## config.mk

```make
export PLATFORM = sky130hd
export DESIGN_NAME = scope_capture
export DESIGN_NICKNAME = d
export VERILOG_FILES = /design/src/rtl/scope_capture.sv
export SDC_FILE = /design/constraint.sdc
export NUM_CORES = 1
export LEC_CHECK = 0
export CAP_MARGIN = 20
export CORE_MARGIN = 8
export CORE_UTILIZATION = 35
export CTS_CLUSTER_DIAMETER = 80
export CTS_CLUSTER_SIZE = 24
export DETAILED_ROUTE_END_ITERATION = 12
export GPL_TIMING_DRIVEN = 0
export PLACE_DENSITY = 0.55
export SLEW_MARGIN = 20
export SYNTH_ARGS = -nofsm -noshare
export SYNTH_HDL_FRONTEND = slang
export SYNTH_SLANG_ARGS = --single-unit
```

## constraint.sdc

```tcl
create_clock -name PCI_Clock -period 7.45 [get_ports PCI_Clock]
set_input_delay 1.49 -clock PCI_Clock [delete_from_list [all_inputs] [get_ports PCI_Clock]]
set_output_delay 1.49 -clock PCI_Clock [all_outputs]
set_load 0.05 [all_outputs]
```

## src/rtl/scope_capture.sv

```systemverilog
// Multi-channel capture engine: synchronised probes are written into a circular buffer
// at a divided rate, keeping a programmable amount of pre-trigger history for readback.
module scope_capture #(
  parameter int CHANNELS = 4,
  parameter int DEPTH    = 16,
  parameter int AW       = 4,
  parameter int CW       = 2,
  parameter int DW       = 8
) (
  input  logic                PCI_Clock,
  input  logic                PCI_Reset,
  input  logic [CHANNELS-1:0] ProbeIn,
  input  logic                Arm,
  input  logic                Abort,
  input  logic                ForceTrig,
  input  logic [1:0]          TrigMode,
  input  logic [CW-1:0]       TrigChannel,
  input  logic [AW-1:0]       PreTrig,
  input  logic [DW-1:0]       ClockDiv,
  input  logic [AW-1:0]       ReadAddr,
  output logic [CHANNELS-1:0] ReadData,
  output logic                Busy,
  output logic                Triggered,
  output logic                Done
);

  typedef enum logic [2:0] {
    ST_IDLE      = 3'd0,
    ST_PRE       = 3'd1,
    ST_WAIT_TRIG = 3'd2,
    ST_POST      = 3'd3,
    ST_DONE      = 3'd4
  } state_e;

  localparam logic [AW-1:0] LAST_IDX = AW'(DEPTH - 1);

  state_e              state_q, state_d;
  logic [CHANNELS-1:0] sync1_q, sync2_q;
  logic [CHANNELS-1:0] prev_q, prev_d;
  logic [CHANNELS-1:0] mem_q [DEPTH];
  logic [CHANNELS-1:0] read_data_q, read_data_d;
  logic [DW-1:0]       presc_q, presc_d;
  logic [AW-1:0]       wr_ptr_q, wr_ptr_d;
  logic [AW-1:0]       start_ptr_q, start_ptr_d;
  logic [AW-1:0]       pre_cnt_q, pre_cnt_d;
  logic [AW-1:0]       post_cnt_q, post_cnt_d;
  logic                first_q, first_d;
  logic                force_q, force_d;
  logic                busy_q, busy_d;
  logic                trig_q, trig_d;
  logic                done_q, done_d;
  logic                strobe_s, mem_we_s, ch_valid_s, cur_bit_s, prev_bit_s, cond_s, fire_s;
  logic [AW-1:0]       post_init_s;

  // Pick the watched channel out of the current and previous sample; out-of-range selects match nothing.
  always_comb begin
    ch_valid_s = 1'b0;
    cur_bit_s  = 1'b0;
    prev_bit_s = 1'b0;
    for (int i = 0; i < CHANNELS; i++) begin
      ch_valid_s = ch_valid_s | (TrigChannel == CW'(i));
      cur_bit_s  = cur_bit_s  | ((TrigChannel == CW'(i)) & sync2_q[i]);
      prev_bit_s = prev_bit_s | ((TrigChannel == CW'(i)) & prev_q[i]);
    end
  end

  // Trigger condition for the current strobe; edges need a previous sample from this capture.
  always_comb begin
    case (TrigMode)
      2'b00:   cond_s = ch_valid_s & ~first_q & ~prev_bit_s & cur_bit_s;
      2'b01:   cond_s = ch_valid_s & ~first_q & prev_bit_s & ~cur_bit_s;
      2'b10:   cond_s = ch_valid_s & cur_bit_s;
      2'b11:   cond_s = ch_valid_s & ~cur_bit_s;
      default: cond_s = 1'b0;
    endcase
  end

  assign strobe_s    = busy_q & (presc_q == ClockDiv);
  assign fire_s      = strobe_s & (cond_s | force_q | ForceTrig);
  assign post_init_s = LAST_IDX - PreTrig;

  // Next-state logic for the capture controller and its counters.
  always_comb begin
    state_d     = state_q;
    presc_d     = presc_q;
    wr_ptr_d    = wr_ptr_q;
    start_ptr_d = start_ptr_q;
    pre_cnt_d   = pre_cnt_q;
    post_cnt_d  = post_cnt_q;
    prev_d      = prev_q;
    first_d     = first_q;
    force_d     = force_q;
    trig_d      = trig_q;
    done_d      = done_q;
    mem_we_s    = 1'b0;

    if (busy_q) begin
      presc_d = strobe_s ? {DW{1'b0}} : presc_q + DW'(1);
    end else begin
      presc_d = presc_q;
    end

    if (strobe_s) begin
      mem_we_s = 1'b1;
      wr_ptr_d = wr_ptr_q + AW'(1);
      prev_d   = sync2_q;
      first_d  = 1'b0;
    end else begin
      mem_we_s = 1'b0;
    end

    // A forced trigger is remembered until the first strobe that is allowed to trigger.
    if (ForceTrig && ((state_q == ST_PRE) || (state_q == ST_WAIT_TRIG))) begin
      force_d = 1'b1;
    end else begin
      force_d = force_q;
    end

    case (state_q)
      ST_IDLE, ST_DONE: begin
        if (Arm) begin
          state_d    = (PreTrig == {AW{1'b0}}) ? ST_WAIT_TRIG : ST_PRE;
          presc_d    = {DW{1'b0}};
          wr_ptr_d   = {AW{1'b0}};
          pre_cnt_d  = {AW{1'b0}};
          post_cnt_d = {AW{1'b0}};
          first_d    = 1'b1;
          force_d    = 1'b0;
          trig_d     = 1'b0;
          done_d     = 1'b0;
        end else begin
          state_d = state_q;
        end
      end
      ST_PRE: begin
        if (strobe_s) begin
          pre_cnt_d = pre_cnt_q + AW'(1);
          if ((pre_cnt_q + AW'(1)) == PreTrig) begin
            state_d = ST_WAIT_TRIG;
          end else begin
            state_d = ST_PRE;
          end
        end else begin
          state_d = ST_PRE;
        end
      end
      ST_WAIT_TRIG: begin
        if (fire_s) begin
          trig_d     = 1'b1;
          force_d    = 1'b0;
          post_cnt_d = post_init_s;
          if (post_init_s == {AW{1'b0}}) begin
            state_d     = ST_DONE;
            done_d      = 1'b1;
            start_ptr_d = wr_ptr_q + AW'(1);
          end else begin
            state_d = ST_POST;
          end
        end else begin
          state_d = ST_WAIT_TRIG;
        end
      end
      ST_POST: begin
        if (strobe_s) begin
          post_cnt_d = post_cnt_q - AW'(1);
          if (post_cnt_q == AW'(1)) begin
            state_d     = ST_DONE;
            done_d      = 1'b1;
            start_ptr_d = wr_ptr_q + AW'(1);
          end else begin
            state_d = ST_POST;
          end
        end else begin
          state_d = ST_POST;
        end
      end
      default: begin
        state_d = ST_IDLE;
      end
    endcase

    // Abort wins over everything else but leaves the trigger flag and buffer intact.
    if (Abort) begin
      state_d = ST_IDLE;
      done_d  = 1'b0;
      trig_d  = trig_q;
      force_d = 1'b0;
    end else begin
      done_d  = done_d;
    end

    busy_d = (state_d == ST_PRE) || (state_d == ST_WAIT_TRIG) || (state_d == ST_POST);
  end

  // Readback index 0 maps onto the oldest entry of the finished capture.
  always_comb begin
    read_data_d = mem_q[start_ptr_q + ReadAddr];
  end

  // Control, synchroniser and output registers.
  always_ff @(posedge PCI_Clock) begin
    if (PCI_Reset) begin
      state_q     <= ST_IDLE;
      sync1_q     <= {CHANNELS{1'b0}};
      sync2_q     <= {CHANNELS{1'b0}};
      prev_q      <= {CHANNELS{1'b0}};
      read_data_q <= {CHANNELS{1'b0}};
      presc_q     <= {DW{1'b0}};
      wr_ptr_q    <= {AW{1'b0}};
      start_ptr_q <= {AW{1'b0}};
      pre_cnt_q   <= {AW{1'b0}};
      post_cnt_q  <= {AW{1'b0}};
      first_q     <= 1'b0;
      force_q     <= 1'b0;
      busy_q      <= 1'b0;
      trig_q      <= 1'b0;
      done_q      <= 1'b0;
    end else begin
      state_q     <= state_d;
      sync1_q     <= ProbeIn;
      sync2_q     <= sync1_q;
      prev_q      <= prev_d;
      read_data_q <= read_data_d;
      presc_q     <= presc_d;
      wr_ptr_q    <= wr_ptr_d;
      start_ptr_q <= start_ptr_d;
      pre_cnt_q   <= pre_cnt_d;
      post_cnt_q  <= post_cnt_d;
      first_q     <= first_d;
      force_q     <= force_d;
      busy_q      <= busy_d;
      trig_q      <= trig_d;
      done_q      <= done_d;
    end
  end

  // Sample buffer; deliberately not cleared by reset.
  always_ff @(posedge PCI_Clock) begin
    if (mem_we_s) begin
      mem_q[wr_ptr_q] <= sync2_q;
    end
  end

  assign ReadData  = read_data_q;
  assign Busy      = busy_q;
  assign Triggered = trig_q;
  assign Done      = done_q;

endmodule

```

==> impl_metrics.ini <==
[synthesis]
ys_warn_count = 0
ys_seq_elements = 112
yosysTopAreaCell = edfxtp_1
synth.mux.area_fraction_pct = 9.76
ys.flop_type = edfxtp_1
async_reset_ff_share_pct = 0
synthXorXnorAreaFrac_pct = 5.44
ys_types = 47
ys_seq_area_share_pct = 55.9
synth_edf_count = 64
synth_area_per_cell_sq_um = 12.3
synth_compound_area_share_pct = 7.99
synth_top_family_by_area = simple AND/OR/NAND/NOR gates
synth-simple-area-share_pct = 15.7
synthTopCellsByArea = edfxtp_1, dfxtp_1, mux4_2
syn-num-nets = 460
synth-adder-area-share_pct = 3.06
yosysTopAreaCellShare_pct = 37.3
synth_cells = 419
synthesis.area_sq_um = 5150

[sta]
final.min_clock_period_ns = 4.08
timing.final.crit_share_pct = 54.8
worstMarginPinSlew_ns = 0.883
setup_tns_ns = 0
finalHoldViolations = 0
skew_ns = 0.00628
setup_viol = 0
final-max-slew-violation-count = 0
rsz0062_at_grt = no
clock.fmax_mhz = 245
max_slew_margin_pct = 40.7
holdWs_ns = 0.437
layout_setup_ws_ns = 3.37

[floorplan]
fp.dieW_microns = 137
ios = 36
die-area_sq_um = 18900
initial_core_util_pct = 35.6
die_height_microns = 137
placementRows = 44
fp.coreArea_sq_um = 14500

[placement]
dp.cells = 637
pre_cts_slack_ns = 2.98
port_buffers = 34
dpl.hpwl_microns = 7900
gp_congestion = 0.865

[cts]
htree_levels = 3
insertion_delay_ns = 0.35
cts-resized-gates = 0
post_cts_buffers = 0
cts-root-buf = clkbuf_16
holdBufCountCts = 0
cts_tree = done
clk_pin_slew_worst_paths_ns = 0.07
cts.path.max_buffers = 2
cts-buffers-inserted = 9
cts_sinks = 112

[final_layout]
layout_common_cells = edfxtp_1, dfxtp_1, clkdlybuf4s50_1
seq_area_sq_um = 2880
stdcell_count = 653
num_antenna_cells = 0
layout-drive-gt1-share_pct = 8.96
nNetsFinal = 505
fillers = 1379
multiInputGateArea_sq_um = 2160
area_growth_syn_to_layout_pct = 17.1
final_common_cell = edfxtp_1

[grt]
antenna_found_initial = 0
grt_pass1_vias = 3444
grt_busiest_layer = met2
grt_pass1_wl_microns = 18100
grt_start_max_net_pins = 21
grt_usage_pct = 12.3
globalRouteOverflowTotal = 0
use_met1_pct = 16.0
grtUsageMet2_pct = 19.7
use_met3_pct = 2.84

[critical_path]
crit_required_ns = 7.64
crit_fanout = 10
critPathKind = in -> reg
worst_setup_path_end_kind = flip-flop
worst_setup_path_start_kind = input port
worstPathArrival_ns = 4.28

[power]
power_mw = 1.23
irDropWorstVdd_uv = 106
powerDensity_nw_per_um2 = 205
p_leak_nw = 1.88

[route]
drtAntennaViolNets = 0
wire_per_inst_microns = 16.5
drt_pass1_iterations = 4
via_per_inst = 5.08
finalWirelength_microns = 10800
vias = 3315
drc = 0
drt-initial-drc-count = 197

[run]
drv_cap = 0

[outcome]
outcome = complete, no violations

[min_path]
min_path_type = reg -> reg
## cell families after synthesis
kind of cell,after synthesis
simple gates,148
flops,112
compound gates,59
xor+xnor,32
mux,29
buf+inv,27
fa+ha+maj,12
## area by class of cell
type / instances / share of cell area (%)
multi-input combinational: 280 / 35.8
clock buffer: 12 / 4.60
sequential: 112 / 47.8
inverter: 8 / 0.498
timing repair buffer: 34 / 5.64
clock inverter: 4 / 0.518
tap: 184 / 3.82
buffer: 19 / 1.33
## stage by stage
step,area [sq um],util [%]
global placement,5720,39.5
floorplan,5150,-
detailed placement,5720,39.5
finish,6030,41.7
global route,6030,41.7
CTS,6030,41.7
## critical path, cell delays in order
cell and delay, ns:
clkdlybuf4s50_1 0.47, ha_1 0.16, inv_1 0.05, fa_1 0.48, clkbuf_1 0.34, clkbuf_1 0.51, mux4_2 0.41, a211oi_1 0.25
a211oi_1 0.09
## power by group
group | internal, mW | switching [mW]
registers | 0.656 | 0.00691
clock network | 0.268 | 0.219
logic | 0.0392 | 0.0452
total | 0.963 | 0.271
## registers in the layout, summed over array words and instances (netlist names)
signal       cells
prev_q           4
Busy             1
state_q          3
first_q          1
sync1_q          4
post_cnt_q       4
presc_q          8
Done             1
ReadData         4
sync2_q          4
mem_q           64
start_ptr_q      4
wr_ptr_q         4
Triggered        1
force_q          1
pre_cnt_q        4
## worst paths after layout
kind              slack (ns)                      to                   startpoint  depth (start not counted)
hold reg to reg         0.44   sync2_q[3]$_SDFF_PP0_        sync1_q[3]$_SDFF_PP0_                          1
setup reg to reg        4.58  ReadData[1]$_SDFF_PP0_  start_ptr_q[0]$_SDFFE_PP0P_                          8
hold / removal          0.44   sync2_q[3]$_SDFF_PP0_        sync1_q[3]$_SDFF_PP0_                          1
setup / recovery        3.37  ReadData[1]$_SDFF_PP0_                  ReadAddr[0]                          9
## layer usage
metal / vias up / share of wire [%] / routed length (microns)
li1: 1626 / - / -
met3: 11 / 4.0 / 432
met1: 1610 / 47 / 5060
met2: 68 / 48 / 5160
met5: - / 0 / 0
met4: 0 / 1.4 / 146
## Yosys cell counts, types with 2 or more instances
master / number
xor2_1: 12
nand4_1: 6
mux2i_1: 12
a21oi_1: 19
nor4b_1: 2
edfxtp_1: 64
or4_1: 2
and2_1: 18
o21ai_0: 7
nand3_1: 13
inv_1: 8
a31oi_1: 6
xnor2_1: 20
or3b_1: 2
or3_1: 3
nor2b_1: 19
clkbuf_1: 17
nor4_1: 4
o21ai_1: 4
mux4_2: 17
nand2_1: 26
nand2b_1: 6
nand3b_1: 5
ha_1: 11
nor2_1: 28
a2111oi_4: 2
a21o_1: 2
nor3b_1: 3
nor3_1: 5
dfxtp_1: 48
a211oi_1: 12
Power figures use the tool's default switching activity.
